==> src/rtl/disparador_pkg.sv <==
// disparador_pkg: shared definitions for the ultrasonic trigger/echo timer.
//   state_e              - FSM state encoding
//   TRIG_CYCLES etc.     - default timing constants (cycles at 1 MHz)
//   param_ok()           - elaboration-time range check for timing parameters
package disparador_pkg;

  typedef enum logic [2:0] {
    ST_IDLE      = 3'd0,
    ST_TRIG      = 3'd1,
    ST_WAIT_RISE = 3'd2,
    ST_WAIT_FALL = 3'd3,
    ST_HOLDOFF   = 3'd4
  } state_e;

  localparam int TRIG_CYCLES    = 10;
  localparam int ECHO_TIMEOUT   = 38000;
  localparam int HOLDOFF_CYCLES = 60000;
  localparam int CNT_W          = 16;

  // True when value is nonzero and representable in an unsigned width-bit counter.
  function automatic bit param_ok(input int value, input int width);
    return (value > 0) && (width > 0) && ((width >= 31) || (value < (1 << width)));
  endfunction

endpackage

==> src/rtl/sincronizador.sv <==
// sincronizador: two-flop synchronizer for a single asynchronous bit.
//   clk   - destination clock
//   rst_n - asynchronous active-low reset, both stages clear to 0
//   d     - asynchronous input
//   q     - synchronized output (two clk edges of latency)
module sincronizador (
  input  logic clk,
  input  logic rst_n,
  input  logic d,
  output logic q
);

  logic meta_q, sync_q;

  always_ff @(posedge clk or negedge rst_n) begin
    if (!rst_n) begin
      meta_q <= 1'b0;
      sync_q <= 1'b0;
    end else begin
      meta_q <= d;
      sync_q <= meta_q;
    end
  end

  assign q = sync_q;

endmodule

==> src/rtl/disparador.sv <==
// disparador: ultrasonic range sensor controller. Issues a TRIGGER pulse,
// measures the width of the returned ECHO pulse in clock cycles, then waits
// a quiet holdoff before the next measurement.
//   CLKOUT  - clock, rising edge
//   reset   - asynchronous active-low reset
//   ENABLE  - level, permits new measurement cycles
//   ECHO    - asynchronous echo from the sensor
//   TRIGGER - trigger pulse, TRIG_CYCLES long
//   BUSY    - high whenever the FSM is not idle
//   DONE    - one-cycle pulse when WIDTH is updated
//   TIMEOUT - one-cycle pulse when a measurement is abandoned
//   WIDTH   - last valid echo width in cycles
module disparador #(
  parameter int TRIG_CYCLES    = disparador_pkg::TRIG_CYCLES,
  parameter int ECHO_TIMEOUT   = disparador_pkg::ECHO_TIMEOUT,
  parameter int HOLDOFF_CYCLES = disparador_pkg::HOLDOFF_CYCLES,
  parameter int CNT_W          = disparador_pkg::CNT_W
) (
  input  logic             CLKOUT,
  input  logic             reset,
  input  logic             ENABLE,
  input  logic             ECHO,
  output logic             TRIGGER,
  output logic             BUSY,
  output logic             DONE,
  output logic             TIMEOUT,
  output logic [CNT_W-1:0] WIDTH
);
  import disparador_pkg::*;

  if (!param_ok(TRIG_CYCLES, CNT_W)) begin : g_bad_trig
    $error("TRIG_CYCLES must be nonzero and fit in CNT_W bits");
  end
  if (!param_ok(ECHO_TIMEOUT, CNT_W)) begin : g_bad_echo
    $error("ECHO_TIMEOUT must be nonzero and fit in CNT_W bits");
  end
  if (!param_ok(HOLDOFF_CYCLES, CNT_W)) begin : g_bad_hold
    $error("HOLDOFF_CYCLES must be nonzero and fit in CNT_W bits");
  end

  // Terminal counts. TRIG/WAIT_RISE/HOLDOFF start at 0, so the last cycle of
  // an N-cycle interval sees N-1. WAIT_FALL starts at 1 and counts high cycles.
  localparam logic [CNT_W-1:0] TRIG_LAST = CNT_W'(TRIG_CYCLES - 1);
  localparam logic [CNT_W-1:0] RISE_LAST = CNT_W'(ECHO_TIMEOUT - 1);
  localparam logic [CNT_W-1:0] FALL_MAX  = CNT_W'(ECHO_TIMEOUT);
  localparam logic [CNT_W-1:0] HOLD_LAST = CNT_W'(HOLDOFF_CYCLES - 1);

  state_e           state_q, state_d;
  logic [CNT_W-1:0] cnt_q, cnt_d;
  logic [CNT_W-1:0] width_q, width_d;
  logic             done_q, done_d;
  logic             timeout_q, timeout_d;
  logic             enable_q;
  logic             echo_s;

  sincronizador u_sync (
    .clk   (CLKOUT),
    .rst_n (reset),
    .d     (ECHO),
    .q     (echo_s)
  );

  // FSM: next state and registered pulse/width outputs.
  always_comb begin
    state_d   = state_q;
    width_d   = width_q;
    done_d    = 1'b0;
    timeout_d = 1'b0;
    case (state_q)
      ST_IDLE: begin
        // ENABLE is registered once so that the first trigger after reset
        // release needs two edges with ENABLE high.
        if (enable_q) state_d = ST_TRIG;
      end
      ST_TRIG: begin
        if (cnt_q >= TRIG_LAST) state_d = ST_WAIT_RISE;
      end
      ST_WAIT_RISE: begin
        if (echo_s) begin
          state_d = ST_WAIT_FALL;
        end else if (cnt_q >= RISE_LAST) begin
          timeout_d = 1'b1;
          state_d   = ST_HOLDOFF;
        end
      end
      ST_WAIT_FALL: begin
        if (!echo_s) begin
          width_d = cnt_q;
          done_d  = 1'b1;
          state_d = ST_HOLDOFF;
        end else if (cnt_q >= FALL_MAX) begin
          timeout_d = 1'b1;
          state_d   = ST_HOLDOFF;
        end
      end
      ST_HOLDOFF: begin
        // A stuck echo keeps us here past the holdoff until it clears.
        if ((cnt_q >= HOLD_LAST) && !echo_s) state_d = ST_IDLE;
      end
      default: state_d = ST_IDLE;
    endcase
  end

  // Shared counter: cleared on every state change (preset to 1 entering
  // WAIT_FALL, since the rise cycle is the first high cycle), otherwise a
  // saturating increment.
  always_comb begin
    cnt_d = cnt_q;
    if (state_d != state_q) begin
      cnt_d = (state_d == ST_WAIT_FALL) ? CNT_W'(1) : '0;
    end else if (state_q == ST_IDLE) begin
      cnt_d = '0;
    end else if (cnt_q != '1) begin
      cnt_d = cnt_q + CNT_W'(1);
    end
  end

  always_ff @(posedge CLKOUT or negedge reset) begin
    if (!reset) begin
      state_q   <= ST_IDLE;
      cnt_q     <= '0;
      width_q   <= '0;
      done_q    <= 1'b0;
      timeout_q <= 1'b0;
      enable_q  <= 1'b0;
    end else begin
      state_q   <= state_d;
      cnt_q     <= cnt_d;
      width_q   <= width_d;
      done_q    <= done_d;
      timeout_q <= timeout_d;
      enable_q  <= ENABLE;
    end
  end

  assign TRIGGER = (state_q == ST_TRIG);
  assign BUSY    = (state_q != ST_IDLE);
  assign DONE    = done_q;
  assign TIMEOUT = timeout_q;
  assign WIDTH   = width_q;

endmodule

==> config.mk <==
export PLATFORM = sky130hd
export DESIGN_NAME = disparador
export DESIGN_NICKNAME = d
export VERILOG_FILES = /design/src/rtl/disparador_pkg.sv /design/src/rtl/sincronizador.sv /design/src/rtl/disparador.sv
export SDC_FILE = /design/constraint.sdc
export NUM_CORES = 1
export LEC_CHECK = 0
export ABC_AREA = 0
export BUFFER_PORTS_ARGS = -buffer_cell sky130_fd_sc_hd__buf_2
export CORE_ASPECT_RATIO = 1.25
export CORE_MARGIN = 8
export CORE_UTILIZATION = 25
export DETAILED_ROUTE_END_ITERATION = 12
export PLACE_DENSITY = 0.51
export SLEW_MARGIN = 20
export SYNTH_ARGS = -nofsm -noshare
export SYNTH_HDL_FRONTEND = slang
export SYNTH_SLANG_ARGS = --single-unit
export TNS_END_PERCENT = 100
==> constraint.sdc <==
create_clock -name CLKOUT -period 3.5 [get_ports CLKOUT]
set_input_delay 0.35 -clock CLKOUT [delete_from_list [all_inputs] [get_ports CLKOUT]]
set_output_delay 0.35 -clock CLKOUT [all_outputs]
set_load 0.05 [all_outputs]
==> results of run 1 <==
power breakdown:
group | switching (mW) | internal (mW) | total, mW | leakage, nW
Combinational | 0.269 | 0.129 | 0.399 | 0.449
Clock | 0.147 | 0.175 | 0.322 | 0.0503
Sequential | 0.0516 | 0.502 | 0.554 | 0.544
Total | 0.468 | 0.807 | 1.27 | 1.04
flip-flops by register name, indices dropped and copies added (netlist names):
signal / count
u_sync.meta_q: 1
TIMEOUT: 1
u_sync.q: 1
enable_q: 1
WIDTH: 16
DONE: 1
state_q: 3
cnt_q: 16
cells by family (layout without fill, tap and decap cells):
group                      after synthesis  in the layout
adders and majority gates                4              4
DFF                                     40             40
AOI/OAI and AO/OA                       28             28
muxes                                   17             17
xor gates and xnor gates                10             10
buffers and inverters                   14             37
and+or+nand+nor                         74             74
cells in the final DEF (no fill, tap or decap), types with 5 or more instances in the layout:
cell type,synthesis,final
nand3_1,9,9
o21ai_0,5,5
nor3_1,6,6
mux2_2,16,16
clkbuf_8,0,7
buf_2,4,23
dfrtp_1,40,40
nand2_1,10,10
nor2_1,23,23
xor2_1,5,5
xnor2_1,5,5
layer usage:
layer | share of wire (%) | vias up
met2 | 50 | 21
met5 | 0 | -
met1 | 45 | 692
met3 | 3.4 | 4
li1 | - | 708
met4 | 1.6 | 0
worst paths after layout:
check / end / slack [ns] / cells past startpoint / start
worst min register to register: u_sync.q$_DFF_PN0_ / 0.36 / 0 / u_sync.meta_q$_DFF_PN0_
worst min-delay path: enable_q$_DFF_PN0_ / 0.17 / 1 / ENABLE
max in group asynchronous: cnt_q[11]$_DFFE_PN0P_ / 2.77 / 1 / reset
min in group asynchronous: WIDTH[2]$_DFFE_PN0P_ / 0.18 / 1 / reset
worst max-delay path: cnt_q[0]$_DFFE_PN0P_ / 1.12 / 8 / cnt_q[0]$_DFFE_PN0P_
worst max register to register: cnt_q[0]$_DFFE_PN0P_ / 1.12 / 8 / cnt_q[0]$_DFFE_PN0P_
final cells by class:
cell class,instances,area share (%)
Sequential cell,40,43.43
Tap cell,95,5.157
Inverter,6,0.9772
Clock buffer,7,4.180
Multi-Input combinational cell,133,40.93
Timing Repair Buffer,24,5.320
through the flow:
step	cells	hold slack (ns)
CTS	305	0.1602
global placement	298	0.3427
finish	305	0.1666
floorplan	187	0.05441
detailed placement	298	0.3471
global route	305	0.1514
==> reports/qor.yml, run 1 <==
final_layout:
  num_antenna_cells: 0
  syn_to_final_growth_pct: 14.27
  drive_gt1_share_pct: 28.57
  fill_cells: 842
  regArea_um2: 1001
  multi_input_area_um2: 943.4
  nNetsFinal: 218
  fin_area_um2: 2305
  finish.utilization_pct: 29.41
sta:
  setup_slack_ns: 1.118
  finalClockSkew_ns: 0.005481
  setup_viol: 0
  rsz0062_at_grt: "false"
  worst_pin_slew_ns: 0.8754
  fin_crit_sh_pct: 68.05
  layout_min_cycle_time_ns: 2.382
  slew_viol_final: 0
  final-hold-violation-count: 0
  tns_ns: 0
  max_freq_ghz: 0.4199
  slew_headroom_pct: 41.64
worst_setup_path:
  path_max_fanout: 16
  path_cells: "inv_1 -> ha_1 -> or3b_2 -> a211oi_2 -> nand3_1 -> o311ai_2 -> nand3_4 -> o32a_1"
  critPathArrivalTime_ns: 2.56
  crit_family: "simple AND/OR/NAND/NOR gates"
  cp-start-kind: "flip-flop"
  slowest_delay_ns: 0.46
  end_kind: "flip-flop"
  crit_required_ns: 3.67
  crit_slowest_cell: "dfrtp_1"
  critPathKind: "flip-flop to flip-flop"
  path_buf_inv: 1
global_route:
  grt_pass1_vias: 1454
  met3_usage_pct: 2.251
  antenna_found_initial: 0
  grt_use_met2_pct: 13.52
  global_route.usage.total_pct: 8.483
  grt_pass1_wl_um: 7369
  grt_start_max_net_pins: 41
  grt_overflow: 0
  top_usage_layer: "met2"
  use_met1_pct: 10.21
logic_synthesis:
  synth_nets: 195
  yosysUniqueCellTypes: 46
  ys.flop_type: "dfrtp_1"
  netlist_top_cells_area: "dfrtp_1 50%, mux2_2 8.9%, nor2_1 4.3%"
  synth-edff-count: 0
  synthMuxAreaShare_pct: 9.429
  synth_compound_area_share_pct: 10.86
  synth_top_area_cell: "dfrtp_1"
  async_flop_share_pct: 100.0
  synth-xor-area-share_pct: 4.342
  synth_area_um2: 2017
  yosysTopAreaCellShare_pct: 49.63
  ys_seq_area_share_pct: 49.63
  yosysWarnings: 0
  synthSimpleGateAreaFrac_pct: 19.67
  synth_adder_area_share_pct: 2.481
  synth_top_family_by_area: "simple AND/OR/NAND/NOR gates"
  synth_cells: 187
  ys_seq_elements: 40
  synth_most_common_cell: "dfrtp_1"
  synth_commonest_cells: "40 x dfrtp_1, 23 x nor2_1, 16 x mux2_2, 10 x nand2_1, 9 x nand3_1"
  avgSynthCellArea_um2: 10.79
flow_run:
  max_cap_viol_count: 0
clock_network:
  cts_buffers: 5
  cts.path.max_buffers: 2
  clockRootBuffer: "clkbuf_8"
  insertion_delay_ns: 0.29
  cts_tree: "built"
  cts.reportedPaths.clkPinSlew_ns: 0.07
  cts_sinks: 40
  post_cts_resized: 0
  cts_setup_buffers: 0
  htreeDepth: 2
  holdBufCountCts: 0
floorplan:
  chipWidth_um: 96.34
  die_h_um: 116.4
  fp-row-count: 36
  io_pins: 24
  die-area_um2: 11220
  core_um2: 7838
  start_util_pct: 25.73
power_and_ir_drop:
  power.total_mw: 1.274
  p_leak_nw: 1.043
  power_density_nw_per_um2: 553.0
  ir_worst_vdd_uv: 213.7
placement:
  dpl.hpwl_um: 3209
  port_buffers: 23
  globalplace.congestion: 0.8234
  dp_slack_ns: 1.108
  placed_cell_area_um2: 2208
drt:
  drt_wl_total_um: 4264
  via_count: 1425
  wl_per_cell_um: 13.98
  vias_per_cell: 4.672
  drc: 0
  dr.pass1.iters: 4
  postRouteAntennaNets: 0
  drt_iter0_markers: 86
min_path:
  hp-class: "input port to flip-flop"
run_status:
  outcome: "completed"
No activity file was read; power rests on OpenSTA's default activity.
==> run 2, diff against run 1 <==
ABC_AREA = 1   (was 0)
PLACE_DENSITY = 0.52   (was 0.51)
clock period = 2.1 ns   (was 3.5 ns; I/O delays follow)
==> reports/qor.yml, run 2 <==
logic_synthesis:
  avgSynthCellArea_um2: 7.865  # -27%
  synth_most_common_cell: "nand2_1"
  ys_seq_elements: 40  # unchanged
  async_flop_share_pct: 100.0  # unchanged
  ys_seq_area_share_pct: 47.85  # -1.8 points
  ys.flop_type: "dfrtp_1"
  synth-edff-count: 0  # unchanged
  synth_commonest_cells: "70 x nand2_1, 40 x dfrtp_1, 32 x inv_1, 27 x nor2_1, 22 x o21ai_0"
  yosysWarnings: 0  # unchanged
  yosysUniqueCellTypes: 28  # -39%
  synth_cells: 266  # +42%
  netlist_top_cells_area: "dfrtp_1 48%, nand2_1 13%, inv_1 5.7%"
  synth_top_area_cell: "dfrtp_1"
  synth_area_um2: 2092  # +3.7%
  synth_nets: 274  # +41%
  yosysTopAreaCellShare_pct: 47.85  # -1.8 points
clock_network:
  cts_buffers: 5  # unchanged
  cts_sinks: 40  # unchanged
  insertion_delay_ns: 0.29  # about the same
  clockRootBuffer: "clkbuf_8"
  cts_tree: "built"
  cts.reportedPaths.clkPinSlew_ns: 0.08  # about the same
  cts.path.max_buffers: 2  # unchanged
  htreeDepth: 2  # unchanged
sta:
  slew_viol_final: 0  # unchanged
  setup_viol: 0  # unchanged
  worst_pin_slew_ns: 0.7792  # -0.09618 ns
  tns_ns: 0  # unchanged
  max_freq_ghz: 0.5208  # +24%
  layout_min_cycle_time_ns: 1.920  # -0.4616 ns
  rsz0062_at_grt: "false"
  fin_crit_sh_pct: 91.44  # +23 points
  slew_headroom_pct: 47.99  # +6.4 points
  finalClockSkew_ns: 0.006205  # +0.0007238 ns
  final-hold-violation-count: 0  # unchanged
run_status:
  outcome: "completed"
floorplan:
  fp-row-count: 37  # +2.8%
  die_h_um: 118.3  # +1.6%
  chipWidth_um: 97.82  # +1.5%
  die-area_um2: 11570  # +3.2%
  io_pins: 24  # unchanged
  start_util_pct: 25.53  # -0.20 points
  core_um2: 8194  # +4.5%
worst_setup_path:
  critPathKind: "flip-flop to flip-flop"
  path_max_fanout: 10  # -6
  crit_family: "simple AND/OR/NAND/NOR gates"
  cpMostUsedCell: "nand2_2"
  crit_slowest_cell: "dfrtp_2"
  cp-start-kind: "flip-flop"
  path_buf_inv: 0  # -1
  path_cells: "ha_1 -> nand2_2 -> nor3_2 -> nand3_2 -> nor2_4 -> nand2_2 -> nand3_1 -> nor2_1 -> xor2_1 -> nor2_2"
  crit_required_ns: 2.29  # -1.38 ns
  end_kind: "flip-flop"
  critPathArrivalTime_ns: 2.11  # -0.45 ns
  slowest_delay_ns: 0.41  # -0.05 ns
global_route:
  grt_pass1_vias: 1852  # +27%
  grt_pass1_wl_um: 8583  # +16%
  grt_overflow: 0  # unchanged
  antenna_found_initial: 0  # unchanged
  grt_start_max_net_pins: 30  # -27%
  global_route.usage.total_pct: 9.063  # +0.58 points
placement:
  globalplace.congestion: 0.8348  # +1.4%
  placedCellCount: 388  # +30%
  port_buffers: 23  # unchanged
  dpl.hpwl_um: 3750  # +17%
  placed_cell_area_um2: 2372  # +7.4%
final_layout:
  syn_to_final_growth_pct: 21.95
  regArea_um2: 1003  # +0.25%
  layout_commonest_cell: "nand2_1"
  drive_gt1_share_pct: 25.41  # -3.2 points
  fin_area_um2: 2551  # +11%
  fin_cells: 400  # +31%
  num_antenna_cells: 0  # unchanged
  fill_cells: 863  # +2.5%
  multi_input_area_um2: 998.5  # +5.8%
  finish.utilization_pct: 31.13  # +1.7 points
  final_cell_mix: "68 x nand2_1, 38 x dfrtp_1, 31 x inv_1"
  nNetsFinal: 310  # +42%
power_and_ir_drop:
  ir_worst_vdd_uv: 414.1  # +94%
  power_density_nw_per_um2: 860.1  # +56%
  p_leak_nw: 1.262  # +21%
drt:
  wl_per_cell_um: 12.49  # -11%
  via_count: 1772  # +24%
  dr.pass1.iters: 4  # unchanged
  postRouteAntennaNets: 0  # unchanged
  vias_per_cell: 4.430  # -5.2%
  drc: 0  # unchanged
  drt_iter0_markers: 62  # -28%
  drt_wl_total_um: 4994  # +17%
flow_run:
  max_cap_viol_count: 0  # unchanged
min_path:
  hp-class: "input port to flip-flop"
## run 2: cell types whose count changed after synthesis, sizes merged, moves of 4 or more
cell	previous run	this run
o21ai	6	22
nand3	10	20
nor2	23	38
nand2	10	73
buf	6	2
inv	6	34
xnor2	5	0
mux2	16	0
and3	4	0
## run 2: power breakdown
group / internal [mW] / switching, mW / total, mW
registers: 0.824 / 0.0631 / 0.887
clock network: 0.232 / 0.287 / 0.519
logic: 0.261 / 0.527 / 0.788
## run 2: cell families (layout without fill, tap and decap cells)
group	after synthesis	count (layout)	share of synthesized area, %
and+or+nand+nor	146	146	32.12
DFF	40	40	47.85
buffers and inverters	39	76	7.416
AOI/OAI and AO/OA	32	32	8.135
xor gates and xnor gates	5	5	2.093
adders and majority gates	4	4	2.392
## run 2: metal layers
layer / vias to the layer above / track usage (%) / wire (um) / part of all wire [%]
met5: - / 0 / 0 / 0
met4: 0 / 3.421 / 53 / 1.1
met3: 5 / 2.231 / 212 / 4.2
met2: 28 / 15.49 / 2480 / 50
met1: 818 / 10.66 / 2247 / 45
li1: 921 / - / - / -
## run 2: layout make-up
class                   count  area share [%]
flip-flops and latches     40           39.33
multi-input cells         187           39.14
repair buffers             34           8.337
inverters                  34           5.002
well taps                  97           4.757
clock buffers               5           2.697
clock inverters             3          0.7357
## run 2: stage by stage
step / power, mW / worst slack [ns] / hold WS [ns]
final: 2.194 / 0.1798 / 0.01852
after global routing: 2.341 / 0.02687 / 0.01220
after CTS: 2.178 / 0.05125 / 0.01049
after detailed placement: 1.643 / -0.06258 / 0.2717
after global placement: 1.628 / -0.01314 / 0.2700
after floorplan: 1.439 / 0.1790 / -0.08559
## run 2: what timing repair did
item                       CTS  global route
resized for setup            2            16
setup buffers                0             3
setup endpoints to repair    3            16
gates cloned                 0             0
hold buffers                 1             0
hold endpoints to repair    25             0
pin swaps                    1             1
## run 2: final timing paths
path,end,depth (start not counted),start,slack [ns]
min in group asynchronous,WIDTH[0]$_DFFE_PN0P_,2,reset,0.47
worst min-delay path,u_sync.meta_q$_DFF_PN0_,1,ECHO,0.02
worst max-delay path,cnt_q[10]$_DFFE_PN0P_,10,cnt_q[0]$_DFFE_PN0P_,0.18
worst max register to register,cnt_q[10]$_DFFE_PN0P_,10,cnt_q[0]$_DFFE_PN0P_,0.18
max in group asynchronous,state_q[1]$_DFF_PN0_,3,reset,1.05
worst min register to register,u_sync.q$_DFF_PN0_,0,u_sync.meta_q$_DFF_PN0_,0.36
